$ cat src/rtl/difftest_endpoint_pkg.sv
// Purpose: shared FSM states, result codes and exit constants for the difftest endpoint monitor.
// Latency: n/a (types and constants only).
// Backpressure: n/a.
package difftest_endpoint_pkg;

  typedef enum logic [2:0] {
    ST_RUN     = 3'd0,
    ST_DONE    = 3'd1,
    ST_ABORT   = 3'd2,
    ST_STUCK   = 3'd3,
    ST_TIMEOUT = 3'd4
  } state_e;

  localparam logic [2:0] RES_RUN     = 3'd0;
  localparam logic [2:0] RES_DONE    = 3'd1;
  localparam logic [2:0] RES_ABORT   = 3'd2;
  localparam logic [2:0] RES_STUCK   = 3'd3;
  localparam logic [2:0] RES_TIMEOUT = 3'd4;

  localparam logic [63:0] EXIT_GOOD = 64'hffff_ffff_ffff_ffff;

  // Map an FSM state onto the externally visible result code.
  function automatic logic [2:0] state_to_result(input state_e s);
    logic [2:0] r;
    case (s)
      ST_DONE:    r = RES_DONE;
      ST_ABORT:   r = RES_ABORT;
      ST_STUCK:   r = RES_STUCK;
      ST_TIMEOUT: r = RES_TIMEOUT;
      default:    r = RES_RUN;
    endcase
    return r;
  endfunction

endpackage

$ cat src/rtl/difftest_stuck_watchdog.sv
// Purpose: one core's no-progress timer (saturating) compared against the stuck threshold.
// Latency: stuck is combinational on this cycle's step (uses the next timer value).
// Backpressure: none; pure observer.
module difftest_stuck_watchdog #(
  parameter int STEP_WIDTH = 8
) (
  input  logic                  clock,
  input  logic                  reset,
  input  logic [STEP_WIDTH-1:0] step,
  input  logic [63:0]           stuck_limit,
  input  logic                  excluded,
  output logic                  stuck
);

  logic [63:0] timer_q;
  logic [63:0] timer_d;

  // Clear on progress, otherwise count up and hold at all-ones.
  always_comb begin
    timer_d = timer_q;
    if (step != '0) begin
      timer_d = '0;
    end else if (timer_q != '1) begin
      timer_d = timer_q + 64'd1;
    end
  end

  // Timer register.
  always_ff @(posedge clock) begin
    if (reset) begin
      timer_q <= '0;
    end else begin
      timer_q <= timer_d;
    end
  end

  // Comparing the next value lets a stall seen this cycle act at this edge.
  assign stuck = !excluded && (stuck_limit != 64'd0) && (timer_d >= stuck_limit);

endmodule

$ cat src/rtl/difftest_endpoint_monitor.sv
// Purpose: N-core simulation-end monitor: stuck/timeout/exit aggregation into a sticky result, perf pulses.
// Latency: all outputs registered, inputs at edge t visible after edge t+1. Optional DIFFTEST_MON_INSTR_LIMIT_EN.
// Backpressure: none; perf_clean requests arriving during an active pulse are dropped.
module difftest_endpoint_monitor
  import difftest_endpoint_pkg::*;
#(
  parameter  int NUM_CORES    = 2,
  parameter  int STEP_WIDTH   = 8,
  parameter  int CLEAN_CYCLES = 2,
  localparam int FCW          = (NUM_CORES > 1) ? $clog2(NUM_CORES) : 1
) (
  input  logic                            clock,
  input  logic                            reset,
  input  logic [NUM_CORES*STEP_WIDTH-1:0] difftest_step,
  input  logic [NUM_CORES*64-1:0]         difftest_exit,
  input  logic [63:0]                     stuck_limit,
  input  logic [63:0]                     max_cycles,
`ifdef DIFFTEST_MON_INSTR_LIMIT_EN
  input  logic [63:0]                     max_instrs,
  output logic [NUM_CORES*64-1:0]         instr_count,
`endif
  input  logic                            perf_clean_req,
  output logic                            perf_clean,
  output logic                            perf_dump,
  output logic                            finish,
  output logic [2:0]                      result,
  output logic [FCW-1:0]                  fail_core,
  output logic [63:0]                     exit_code,
  output logic [NUM_CORES-1:0]            stuck_mask,
  output logic [63:0]                     n_cycles
);

  localparam int CW = $clog2(CLEAN_CYCLES + 1);

  state_e               state_q;
  state_e               state_d;
  logic [NUM_CORES-1:0] good_q;
  logic [NUM_CORES-1:0] good_now;
  logic [NUM_CORES-1:0] bad_now;
  logic [NUM_CORES-1:0] stuck_now;
  logic [FCW-1:0]       bad_idx;
  logic [FCW-1:0]       stuck_idx;
  logic [63:0]          bad_exit;
  logic                 bad_found;
  logic                 stuck_found;
  logic [CW-1:0]        clean_cnt_q;
  logic [CW-1:0]        clean_cnt_d;

  // Per-core exit classification and stuck watchdog.
  for (genvar i = 0; i < NUM_CORES; i++) begin : g_core
    logic [63:0] exit_i;
    assign exit_i      = difftest_exit[i*64 +: 64];
    assign good_now[i] = (exit_i == EXIT_GOOD);
    assign bad_now[i]  = (exit_i != 64'd0) && (exit_i != EXIT_GOOD);

    difftest_stuck_watchdog #(
      .STEP_WIDTH (STEP_WIDTH)
    ) u_watchdog (
      .clock       (clock),
      .reset       (reset),
      .step        (difftest_step[i*STEP_WIDTH +: STEP_WIDTH]),
      .stuck_limit (stuck_limit),
      .excluded    (good_q[i] | good_now[i]),
      .stuck       (stuck_now[i])
    );
  end

`ifdef DIFFTEST_MON_INSTR_LIMIT_EN
  logic [NUM_CORES-1:0] instr_hit;

  // Per-core committed-instruction totals, frozen once the run ends.
  for (genvar i = 0; i < NUM_CORES; i++) begin : g_instr
    logic [63:0] icount_q;

    // Accumulate zero-extended steps only while running.
    always_ff @(posedge clock) begin
      if (reset) begin
        icount_q <= '0;
      end else if (state_q == ST_RUN) begin
        icount_q <= icount_q + 64'(difftest_step[i*STEP_WIDTH +: STEP_WIDTH]);
      end
    end

    assign instr_count[i*64 +: 64] = icount_q;
    assign instr_hit[i] = (max_instrs != 64'd0) && (icount_q >= max_instrs);
  end
`endif

  // Lowest-index bad core (with its exit value) and lowest-index stuck core.
  always_comb begin
    bad_idx     = '0;
    bad_exit    = '0;
    bad_found   = 1'b0;
    stuck_idx   = '0;
    stuck_found = 1'b0;
    for (int i = 0; i < NUM_CORES; i++) begin
      if (bad_now[i] && !bad_found) begin
        bad_found = 1'b1;
        bad_idx   = FCW'(i);
        bad_exit  = difftest_exit[i*64 +: 64];
      end
      if (stuck_now[i] && !stuck_found) begin
        stuck_found = 1'b1;
        stuck_idx   = FCW'(i);
      end
    end
  end

  // Next-state: leave RUN by priority; terminal states hold until reset.
  always_comb begin
    state_d = state_q;
    if (state_q == ST_RUN) begin
      if (bad_found) begin
        state_d = ST_ABORT;
      end else if (stuck_found) begin
        state_d = ST_STUCK;
      end else if ((max_cycles != 64'd0) && (n_cycles >= max_cycles)) begin
        state_d = ST_TIMEOUT;
      end
`ifdef DIFFTEST_MON_INSTR_LIMIT_EN
      else if (|instr_hit) begin
        state_d = ST_DONE;
      end
`endif
      else if (&(good_q | good_now)) begin
        state_d = ST_DONE;
      end
    end
  end

  // State, result and bookkeeping registers.
  always_ff @(posedge clock) begin
    if (reset) begin
      state_q    <= ST_RUN;
      result     <= RES_RUN;
      finish     <= 1'b0;
      perf_dump  <= 1'b0;
      fail_core  <= '0;
      exit_code  <= '0;
      stuck_mask <= '0;
      n_cycles   <= '0;
      good_q     <= '0;
    end else begin
      state_q    <= state_d;
      result     <= state_to_result(state_d);
      finish     <= (state_d != ST_RUN);
      perf_dump  <= (state_q == ST_RUN) && (state_d != ST_RUN);
      stuck_mask <= stuck_now;
      if (state_q == ST_RUN) begin
        good_q <= good_q | good_now;
      end
      // The exit edge is not counted as a RUN cycle.
      if ((state_q == ST_RUN) && (state_d == ST_RUN)) begin
        n_cycles <= n_cycles + 64'd1;
      end
      if ((state_q == ST_RUN) && (state_d == ST_ABORT)) begin
        fail_core <= bad_idx;
        exit_code <= bad_exit;
      end
      if ((state_q == ST_RUN) && (state_d == ST_STUCK)) begin
        fail_core <= stuck_idx;
      end
    end
  end

  // perf_clean countdown: a request from idle loads the full pulse length.
  always_comb begin
    clean_cnt_d = '0;
    if (clean_cnt_q != '0) begin
      clean_cnt_d = clean_cnt_q - CW'(1);
    end else if (perf_clean_req) begin
      clean_cnt_d = CW'(CLEAN_CYCLES);
    end
  end

  // perf_clean register; reset cancels any pulse in flight.
  always_ff @(posedge clock) begin
    if (reset) begin
      clean_cnt_q <= '0;
      perf_clean  <= 1'b0;
    end else begin
      clean_cnt_q <= clean_cnt_d;
      perf_clean  <= (clean_cnt_d != '0);
    end
  end

endmodule

$ cat config.mk
export PLATFORM = sky130hd
export DESIGN_NAME = difftest_endpoint_monitor
export DESIGN_NICKNAME = d
export VERILOG_FILES = /design/src/rtl/difftest_endpoint_pkg.sv /design/src/rtl/difftest_stuck_watchdog.sv /design/src/rtl/difftest_endpoint_monitor.sv
export SDC_FILE = /design/constraint.sdc
export NUM_CORES = 1
export LEC_CHECK = 0
export BUFFER_PORTS_ARGS = -buffer_cell sky130_fd_sc_hd__buf_2
export CAP_MARGIN = 25
export CORE_MARGIN = 4
export CORE_UTILIZATION = 50
export CTS_BUF_LIST = sky130_fd_sc_hd__clkbuf_2 sky130_fd_sc_hd__clkbuf_4 sky130_fd_sc_hd__clkbuf_8
export CTS_CLUSTER_SIZE = 12
export DETAILED_ROUTE_END_ITERATION = 16
export HOLD_SLACK_MARGIN = 0.08
export PLACE_DENSITY_LB_ADDON = 0.3
export SYNTH_ARGS = -nofsm -noshare
export SYNTH_HDL_FRONTEND = slang
export SYNTH_SLANG_ARGS = --single-unit
$ cat constraint.sdc
create_clock -name clock -period 6.2 [get_ports clock]
set_clock_uncertainty 0.1 [all_clocks]
set_input_delay 0.93 -clock clock [delete_from_list [all_inputs] [get_ports clock]]
set_output_delay 0.93 -clock clock [all_outputs]
set_load 0.005 [all_outputs]
==> impl_metrics.yaml, run 1 <==
logic_synthesis:
  synth_ff_type: "dfxtp_1"
  async_reset_ff_share_pct: 0
  yosys.area.top_type: "dfxtp_1"
  synth_edf_count: 0
  ys_seq_area_share_pct: 29.54
  yosys_warnings: 0
  syn-cell-area_sq_um: 18430
  ys_ff_latch: 272
  syn_inst: 2370
  syn_area_per_cell_sq_um: 7.778
  syn_nets: 2840
  synth_area_leaders: "dfxtp_1 30%, ha_1 13%, nor2_1 8.1%"
  synth_cell_types: 59
  synth_top_cell_area_share_pct: 29.54
floorplan:
  rows: 70
  boundaryPins: 412
  core_area_sq_um: 36520
  dieArea_sq_um: 40000
  start_util_pct: 50.47
  die_y_microns: 200.0
  die_width_microns: 200.0
critical_path:
  reg2reg_depth: 22
  cpPeakStageDelay_ps: 590
  path_class: "reg -> reg"
  crit_path_start: "g_core[0].u_watchdog.timer_q[22]$_SDFF_PP0_"
  worst_path_max_delay_cell: "or4_1"
  cp-end-kind: "register"
  path_cells: "and3_1 -> nand4_2 -> or4_1 -> or4_1 -> o21ai_0 -> nor3_2 -> nand4_1 -> xor2_1 -> nor2_1 -> ha_1 -> nand4_1 -> nor4_1 -> buf_4 -> and4_1 -> o31a_1 -> a31oi_1 -> a211oi_1 -> buf_4 -> a211o_2 -> buf_4 -> nor4_1 -> mux2_1"
  worstPathArrival_ps: 6350
  worstPathRequired_ps: 6610
  start_kind: "register"
  r2r_setup_slack_ps: 260
  cp_common_cell: "buf_4"
  reg2reg_from: "g_core[0].u_watchdog.timer_q[22]$_SDFF_PP0_"
  crit_path_max_fanout: 13
  rr_endpoint: "n_cycles[50]$_SDFFE_PP0P_"
min_path:
  min_path_cells: 1
  min_from: "clean_cnt_q[0]$_SDFF_PP0_"
  hold_class: "reg -> reg"
  hold_end: "clean_cnt_q[0]$_SDFF_PP0_"
cts:
  cts_tree: "built"
  h-tree-depth: 2
  hold_buffers: 0
  root_buffer: "clkbuf_8"
  clk_latency_ps: 640
  cts.sinks: 272
  cts.clk_slew.worst_paths_ps: 60
  cts_buffers: 51
  max-clock-path-buffers: 3
flow_run:
  drv_cap: 0
sta:
  post-route-min-period_ps: 5943
  slew_viol_final: 0
  tns_ps: 0
  relSlewSlack_pct: 30.74
  fin_crit_sh_pct: 95.85
  tightestPinTransition_ps: 1039
  finalHoldViolCount: 0
  rsz0062_at_grt: "no"
  clock.fmax_mhz: 168.3
  setup_viol: 0
layout:
  area_growth_syn_to_layout_pct: 20.90
  drive_gt1_share_pct: 21.22
  layout_common_cells: "410 x buf_2, 395 x nor2_1, 272 x dfxtp_1, 195 x ha_1, 152 x inv_1"
  num-nets-final: 3239
  nFillCells: 3288
  layout_commonest_cell: "buf_2"
  final_area_sq_um: 22290
routing:
  routed_wl_microns: 65830
  detail_route.wl_per_cell_microns: 20.06
  dr.pass1.iters: 6
  drcViolationCount: 0
  vias_per_cell: 6.062
  vias: 19900
  drtIter0Drc: 1775
  ant_nets: 0
placement:
  dpl.hpwl_microns: 52300
  gp_congestion: 0.9781
  post_dp_cell_area_sq_um: 21070
  port_buffers: 411
run_status:
  outcome: "completed"
global_route:
  grt_usage_pct: 30.99
  grt_pass1_wl_microns: 99620
  grt_pass1_vias: 18830
  grt-ovfl-total: 0
  antenna_found_initial: 4
  grt_max_degree: 98
power_and_ir_drop:
  vdd_drop_max_uv: 162.7
  p_per_area_nw_per_um2: 187.7
  p_leak_nw: 9.591
-- repair_timing --
| action | 4_1_cts | 5_1_grt |
|---|---|---|
| buffers inserted | 0 | 0 |
| gates resized for setup | 0 | 7 |
| setup endpoints to repair | 0 | 43 |
-- metal layers --
layer | up-vias | routed length, microns | global-route usage [%]
met5 | - | 0 | 0
met4 | 0 | 2630 | 12.86
met3 | 166 | 5450 | 5.858
met2 | 891 | 30410 | 49.94
met1 | 9356 | 27340 | 40.99
li1 | 9482 | - | -
-- sequential cells by signal, summed over array words and instances (netlist names) --
name and cells:
g_core.u_watchdog.timer_q 128, exit_code 64, n_cycles 64, result 3, state_q 3, clean_cnt_q 2
good_q 2, stuck_mask 2, fail_core 1, finish 1, perf_clean 1, perf_dump 1
-- power breakdown --
group          internal (W)  total [W]  switching (W)
clock network       0.00112    0.00196       0.000839
registers           0.00178    0.00180      0.0000164
logic              0.000165   0.000426       0.000261
-- how the worst max path moves through the flow --
stage                           endpoint  cells past startpoint
2_1_floorplan  n_cycles[18]$_SDFFE_PP0P_                     20
3_3_place_gp   n_cycles[52]$_SDFFE_PP0P_                     22
3_5_place_dp   n_cycles[53]$_SDFFE_PP0P_                     22
4_1_cts        n_cycles[53]$_SDFFE_PP0P_                     22
5_1_grt        n_cycles[52]$_SDFFE_PP0P_                     21
6_report       n_cycles[50]$_SDFFE_PP0P_                     22
-- stage by stage --
step | setup WS [ps] | cells | total power (W) | utilization [%] | hold slack [ps]
6_report | 257.0 | 3282 | 0.004182 | 61.02 | 331.7
2_1_floorplan | 924.0 | 2370 | 0.002006 | - | 297.9
4_1_cts | 253.3 | 3276 | 0.004201 | 60.82 | 328.8
3_5_place_dp | 295.1 | 3183 | 0.002250 | 57.70 | 315.0
3_3_place_gp | 436.2 | 3181 | 0.002237 | 57.57 | 305.8
5_1_grt | 17.28 | 3279 | 0.004331 | 61.00 | 347.8
-- worst max-delay path, delay by kind of cell, from the launching register on --
kind	cells	cell delay, ps
buffers and inverters	3	620
AOI/OAI and AO/OA	5	1000
adders and majority gates	1	330
xor gates and xnor gates	1	190
muxes	1	340
DFF	1	370
and+or+nand+nor	11	2910
-- Yosys cell counts (all sizes together) (7+ instances only) --
master / instances
a221oi: 8
a21oi: 99
and2: 11
o21ai: 43
a21o: 19
nand3: 85
ha: 195
nor4: 123
clkbuf: 99
and4: 29
nor2: 397
nand2b: 12
xnor2: 55
mux2: 27
o21a: 7
nand2: 128
a22oi: 68
nor2b: 34
dfxtp: 272
or3: 23
or4: 28
nor3: 54
a211oi: 77
nand4: 142
inv: 152
o31ai: 19
and3: 39
xor2: 67
-- area by class of cell --
cell class	count	area (sq um)	area share (%)
repair buffers	451	2446	10.98
flip-flops and latches	272	5445	24.43
clock buffers	78	1005	4.508
clock inverters	15	135.1	0.6063
well taps	468	585.6	2.627
multi-input cells	1841	12090	54.23
diodes	5	12.51	0.05614
inverters	152	570.5	2.560
-- cells by family (layout without fill, tap and decap cells) --
group                      Yosys count  after routing  share of synthesized area (%)
other                                0              5                              0
DFF                                272            272                          29.54
xor gates and xnor gates           122            122                          5.796
muxes                               30             30                          1.812
buffers and inverters              257            696                          5.260
adders and majority gates          195            195                          13.24
and+or+nand+nor                   1118           1118                          30.71
AOI/OAI and AO/OA                  376            376                          13.65
Power figures use the tool's default switching activity.
==> inputs of run 2 (changes only) <==
--- a/config.mk
+++ b/config.mk
@@ -16,4 +16,5 @@
 export PLACE_DENSITY_LB_ADDON = 0.3
 export SYNTH_ARGS = -nofsm -noshare
 export SYNTH_HDL_FRONTEND = slang
+export SYNTH_HIERARCHICAL = 1
 export SYNTH_SLANG_ARGS = --single-unit
==> constraint.sdc (replaced) <==
create_clock -name clock -period 5.2 [get_ports clock]
set_clock_uncertainty 0.1 [all_clocks]
set_input_delay 0.78 -clock clock [delete_from_list [all_inputs] [get_ports clock]]
set_output_delay 0.78 -clock clock [all_outputs]
set_load 0.005 [all_outputs]
==> run 2 against run 1 <==
The flow now finishes with violations (setup timing); maximum frequency grew 10%; sequential power increased by 19%; non-clock buffer count rose by 370; count of clock-buffer cells in the layout down 2; synthesized cell count up 11%; clock power grew 16%; largest cell class unchanged; first-iteration DRC count is 32% higher; core utilization up 9.0 points.
==> impl_metrics.yaml, run 2 <==
sta:
  timing.hold.ws_ps: 305.3
  post-route-min-period_ps: 5387
  fin_crit_sh_pct: 103.6
  tightestPinTransition_ps: 1041
  setup_viol: 64
  relSlewSlack_pct: 29.97
  slew_viol_final: 0
  finalHoldViolCount: 0
  rsz0062_at_grt: "yes"
  fin_ws_ps: -186.7
  clock.fmax_mhz: 185.6
placement:
  dp.cells: 3782
  post_dp_cell_area_sq_um: 25350
  port_buffers: 411
  gp_congestion: 1.038
  place_ws_ps: -409.9
  dpl.hpwl_microns: 60250
critical_path:
  cp-end-kind: "register"
  worst_path_max_delay_cell: "or4_4"
  reg2reg_from: "g_core[1].u_watchdog/timer_q[46]$_SDFF_PP0_"
  worstPathArrival_ps: 5810
  rr_endpoint: "n_cycles[45]$_SDFFE_PP0P_"
  crit_buf_inv: 3
  path_class: "reg -> reg"
  path_cells: "nand2_2 -> or3_4 -> or4_4 -> o311a_4 -> xnor2_2 -> nor2_1 -> ha_1 -> a21o_1 -> a21oi_1 -> o32ai_1 -> a211o_1 -> a21oi_1 -> buf_4 -> o21ai_2 -> or2_4 -> a221oi_4 -> nand3b_1 -> buf_12 -> buf_16 -> nor4_2 -> mux2_1"
  worstPathRequired_ps: 5620
  r2r_setup_slack_ps: -190
  reg2reg_depth: 21
  cp_common_cell: "a21oi_1"
  crit_family: "simple AND/OR/NAND/NOR gates"
  cpPeakStageDelay_ps: 610
  start_kind: "register"
  crit_path_max_fanout: 9
logic_synthesis:
  synth_cell_types: 88
  yosysMostFrequentCell: "nor2_1"
  yosys_warnings: 6
  synth_common_cells: "362 x nor2_1, 272 x dfxtp_1, 215 x inv_1"
  synth_ff_type: "dfxtp_1"
  synth_top_cell_area_share_pct: 26.51
  synth_edf_count: 0
  syn_inst: 2635
  async_reset_ff_share_pct: 0
  synth_area_leaders: "dfxtp_1 27%, ha_1 12%, nor2_1 6.6%"
  yosys.area.top_type: "dfxtp_1"
  syn-cell-area_sq_um: 20540
  syn_area_per_cell_sq_um: 7.795
  syn_nets: 3105
  ys_ff_latch: 272
  ys_seq_area_share_pct: 26.51
global_route:
  met2_usage_pct: 58.56
  grt_util_met3_pct: 6.297
  grt_most_used_layer: "met2"
  grt_pass1_vias: 23470
  antenna_found_initial: 4
  grt_usage_pct: 33.94
  grt_max_degree: 115
  grt-ovfl-total: 0
  grt_pass1_wl_microns: 123900
  grtUsageMet1_pct: 42.43
run_status:
  outcome: "complete, but fails checks"
  violations: "setup timing"
routing:
  drcViolationCount: 0
  drtIter0Drc: 2348
  ant_nets: 0
  dr.pass1.iters: 6
  detail_route.wl_per_cell_microns: 20.85
  vias: 24180
  routed_wl_microns: 82040
  vias_per_cell: 6.145
cts:
  cts_tree: "built"
  root_buffer: "clkbuf_8"
  cts.sinks: 272
  clk_latency_ps: 650
  cts_buffers: 47
  h-tree-depth: 2
  max-clock-path-buffers: 3
  cts.clk_slew.worst_paths_ps: 60
layout:
  layout_commonest_cell: "buf_2"
  largest_reg_flops: 128
  layout_common_cells: "412 x buf_2, 381 x buf_4, 358 x nor2_1, 256 x dfxtp_1, 215 x inv_1"
  fin_cells: 3934
  final_area_sq_um: 28140
  num-nets-final: 3843
  nFillCells: 3149
  fin_util_pct: 70.03
  drive_gt1_share_pct: 33.80
  multiInputGateArea_sq_um: 14720
  largestRegisters: "g_core.u_watchdog/timer_q: 128 flops, exit_code: 64 flops, n_cycles: 64 flops"
  area_growth_syn_to_layout_pct: 37.02
  seqCellArea_sq_um: 5468
  top_register: "g_core.u_watchdog/timer_q"
power_and_ir_drop:
  p_leak_nw: 12.30
  vdd_drop_max_uv: 252.3
  p_per_area_nw_per_um2: 175.4
floorplan:
  core_area_sq_um: 40190
  die_y_microns: 210.7
  start_util_pct: 51.11
  boundaryPins: 412
  die_width_microns: 210.7
  rows: 73
  dieArea_sq_um: 44390
min_path:
  min_from: "perf_clean_req"
  hold_class: "in -> reg"
  min_path_cells: 3
  hold_end: "perf_clean$_SDFF_PP0_"
flow_run:
  drv_cap: 0
-- run 2: cell count changes after synthesis, sizes merged, moves of 12 or more --
cell	change
nor4	+27
a211oi	+12
a2111oi	+16
buf	+30
nor2b	+27
nor2	-31
nand3	+14
xnor2	+13
inv	+63
mux2	+34
xor2	-45
a21oi	+56
-- run 2: worst max path at each step --
stage                                           startpoint  cells past startpoint                         to
2_1_floorplan   g_core[1].u_watchdog/timer_q[0]$_SDFF_PP0_                     23  n_cycles[48]$_SDFFE_PP0P_
3_3_place_gp   g_core[0].u_watchdog/timer_q[18]$_SDFF_PP0_                     21   n_cycles[6]$_SDFFE_PP0P_
3_5_place_dp   g_core[1].u_watchdog/timer_q[17]$_SDFF_PP0_                     20  n_cycles[62]$_SDFFE_PP0P_
4_1_cts        g_core[1].u_watchdog/timer_q[46]$_SDFF_PP0_                     22   n_cycles[9]$_SDFFE_PP0P_
5_1_grt        g_core[0].u_watchdog/timer_q[19]$_SDFF_PP0_                     20  n_cycles[20]$_SDFFE_PP0P_
6_report       g_core[1].u_watchdog/timer_q[46]$_SDFF_PP0_                     21  n_cycles[45]$_SDFFE_PP0P_
-- run 2: layout make-up --
class / count / share of cell area [%]
Tap cell: 525 / 2.334
Timing Repair Buffer: 821 / 19.21
Multi-Input combinational cell: 2016 / 52.31
Inverter: 215 / 2.867
Antenna cell: 1 / 0.008891
Sequential cell: 272 / 19.43
Clock buffer: 76 / 3.405
Clock inverter: 8 / 0.4401
-- run 2: through the flow --
| stage | total power (W) | TNS, ps |
|---|---|---|
| 2_1_floorplan | 0.002400 | 0 |
| 3_3_place_gp | 0.002675 | -14520 |
| 3_5_place_dp | 0.002693 | -20840 |
| 4_1_cts | 0.004946 | -5.469 |
| 5_1_grt | 0.005116 | -19720 |
| 6_report | 0.004936 | -4225 |
-- run 2: logic make-up after synthesis --
group	after synthesis	synth area share [%]
DFF	272	26.51
AOI/OAI and AO/OA	474	15.80
xor gates and xnor gates	90	3.838
adders and majority gates	195	11.88
muxes	64	3.673
buffers and inverters	348	6.981
and+or+nand+nor	1192	31.32
-- run 2: where the power goes --
group / internal [W] / switching, W
logic: 0.000208 / 0.000320
clock network: 0.00131 / 0.000953
registers: 0.00212 / 0.0000202
-- run 2: routing by layer --
layer | wire length [microns] | part of all wire, %
met1 | 32040 | 39
met2 | 39550 | 48
met3 | 6795 | 8.3
met4 | 3617 | 4.4
met5 | 34 | 0.041
-- run 2: worst reg2reg max path: stages (launching register included) --
cell and delay, ps:
dfxtp_2 340, nand2_2 60, or3_4 390, or4_4 610
o311a_4 390, xnor2_2 160, nor2_1 70, ha_1 290
a21o_1 180, a21oi_1 150, o32ai_1 100, a211o_1 320
a21oi_1 170, buf_4 150, o21ai_2 70, or2_4 270
a221oi_4 210, nand3b_1 160, buf_12 210, buf_16 170
nor4_2 320, mux2_1 370
-- run 2: what timing repair did --
item                                    CTS  global route
pin swaps                                72            29
endpoints found under the hold margin     0             0
endpoints found under the setup margin   66            69
setup buffers                            38            21
resized for setup                       150            82
gates cloned                              7             2
hold buffers                              0             0
==> inputs of run 3 (changes only) <==
--- a/config.mk
+++ b/config.mk
@@ -16,5 +16,4 @@
 export PLACE_DENSITY_LB_ADDON = 0.3
 export SYNTH_ARGS = -nofsm -noshare
 export SYNTH_HDL_FRONTEND = slang
-export SYNTH_HIERARCHICAL = 1
 export SYNTH_SLANG_ARGS = --single-unit
==> constraint.sdc (replaced) <==
create_clock -name clock -period 6.49 [get_ports clock]
set_clock_uncertainty 0.1 [all_clocks]
set_input_delay 0.9735 -clock clock [delete_from_list [all_inputs] [get_ports clock]]
set_output_delay 0.9735 -clock clock [all_outputs]
set_load 0.005 [all_outputs]
==> run 3 against run 2 <==
Combinational power shrank 23%; sequential cell count is the same; final area shrank 22%; count of clock-buffer cells in the layout shrank 8; critical path type unchanged; the run now ends clean; first-iteration DRC count shrank 40%; sequential share of layout area grew 5.3 points; largest cell class unchanged.
==> impl_metrics.yaml, run 3 (synthesis results as in run 1) <==
run_status:
  outcome: "completed"
sta:
  finalHoldViolCount: 0
  rsz0062_at_grt: "no"
  post-route-min-period_ps: 6144
  fin_crit_sh_pct: 94.66
  clock.fmax_mhz: 162.8
  tightestPinTransition_ps: 1052
  setup_viol: 0
  tns_ps: 0
  timing.hold.ws_ps: 334.1
  fin_ws_ps: 346.3
  relSlewSlack_pct: 29.87
  slew_viol_final: 0
floorplan:
  core_area_sq_um: 36520
  start_util_pct: 50.47
  rows: 70
  die_width_microns: 200.0
  die_y_microns: 200.0
  boundaryPins: 412
  dieArea_sq_um: 40000
routing:
  detail_route.wl_per_cell_microns: 20.11
  vias_per_cell: 6.101
  drtIter0Drc: 1406
  vias: 19850
  routed_wl_microns: 65450
  drcViolationCount: 0
  dr.pass1.iters: 6
  ant_nets: 0
power_and_ir_drop:
  p_per_area_nw_per_um2: 176.9
  vdd_drop_max_uv: 145.2
  p_leak_nw: 9.459
  power_w: 0.003901
cts:
  postCtsSetupBuffers: 0
  cts_tree: "built"
  hold_buffers: 0
  max-clock-path-buffers: 3
  clk_latency_ps: 590
  root_buffer: "clkbuf_8"
  cts_resized: 0
  h-tree-depth: 2
  cts_buffers: 48
  cts.clk_slew.worst_paths_ps: 60
  cts.sinks: 272
layout:
  area_growth_syn_to_layout_pct: 19.66
  drive_gt1_share_pct: 20.55
  largest_reg_flops: 128
  num-nets-final: 3219
  top_register: "g_core.u_watchdog.timer_q"
  layout_common_cells: "410 x buf_2, 395 x nor2_1, 272 x dfxtp_1, 195 x ha_1, 152 x inv_1"
  nFillCells: 3316
  largestRegisters: "g_core.u_watchdog.timer_q: 128 flops, exit_code: 64 flops, n_cycles: 64 flops"
  layout_commonest_cell: "buf_2"
critical_path:
  worstPathArrival_ps: 6510
  start_kind: "register"
  cp-end-kind: "register"
  worstPathRequired_ps: 6850
  path_class: "reg -> reg"
  crit_path_max_fanout: 68
global_route:
  grt-ovfl-total: 0
  grt_max_degree: 97
  grt_most_used_layer: "met2"
  grt_pass1_wl_microns: 99420
  grt_util_met3_pct: 4.968
  grtUsageMet1_pct: 40.81
  antenna_found_initial: 2
  met2_usage_pct: 50.09
  grt_usage_pct: 30.65
  grt_pass1_vias: 18620
flow_run:
  drv_cap: 0
placement:
  port_buffers: 411
  gp_congestion: 0.9913
  dpl.hpwl_microns: 52010
  place_ws_ps: 136.0
min_path:
  hold_class: "reg -> reg"
-- run 3: metrics by stage --
| step | instance area (sq um) | utilization (%) | instances |
|---|---|---|---|
| floorplan | 18430 | - | 2370 |
| finish | 22060 | 60.40 | 3254 |
| global route | 22050 | 60.38 | 3252 |
| detailed placement | 20920 | 57.28 | 3166 |
| CTS | 21980 | 60.17 | 3250 |
| global placement | 20870 | 57.15 | 3164 |
-- run 3: worst paths after layout --
path,cells after the start,slack [ps],startpoint,endpoint
max,21,350,g_core[0].u_watchdog.timer_q[22]$_SDFF_PP0_,n_cycles[42]$_SDFFE_PP0P_
min,1,330,clean_cnt_q[0]$_SDFF_PP0_,clean_cnt_q[0]$_SDFF_PP0_
max reg2reg,21,350,g_core[0].u_watchdog.timer_q[22]$_SDFF_PP0_,n_cycles[42]$_SDFFE_PP0P_
min reg2reg,1,330,clean_cnt_q[0]$_SDFF_PP0_,clean_cnt_q[0]$_SDFF_PP0_
-- run 3: power by group --
group	switching [W]	internal [W]	total [W]
Combinational	0.000249	0.000157	0.000406
Clock	0.000750	0.00103	0.00178
Sequential	0.0000163	0.00170	0.00172
Total	0.00102	0.00289	0.00390
-- run 3: cell type report --
cell class / count / area (sq um) / area share [%]
Antenna cell: 3 / 7.507 / 0.03403
Clock buffer: 68 / 873.3 / 3.959
Clock inverter: 16 / 183.9 / 0.8338
Inverter: 152 / 570.5 / 2.586
Multi-Input combinational cell: 1841 / 12110 / 54.89
Sequential cell: 272 / 5445 / 24.69
Tap cell: 468 / 585.6 / 2.655
Timing Repair Buffer: 434 / 2285 / 10.36
-- run 3: critical path, cell delays in order, from the launching register on --
cell	delay, ps
dfxtp_1	390
and3_1	280
nand4_4	190
or4_1	600
or4_1	590
o21a_1	290
nand3_1	200
nor3_1	90
xnor2_1	190
nor2_1	70
ha_1	320
nand4_1	210
nor2_1	80
a221o_1	320
or3_1	320
a211oi_2	240
a211oi_1	120
buf_4	170
a211o_2	320
buf_12	200
nor4_1	340
mux2_2	370
-- run 3: metal layers --
| layer | vias to the layer above | part of all wire [%] |
|---|---|---|
| met1 | 9379 | 42 |
| met4 | 0 | 4.1 |
| li1 | 9424 | - |
| met3 | 168 | 7.9 |
| met2 | 883 | 46 |
| met5 | - | 0 |
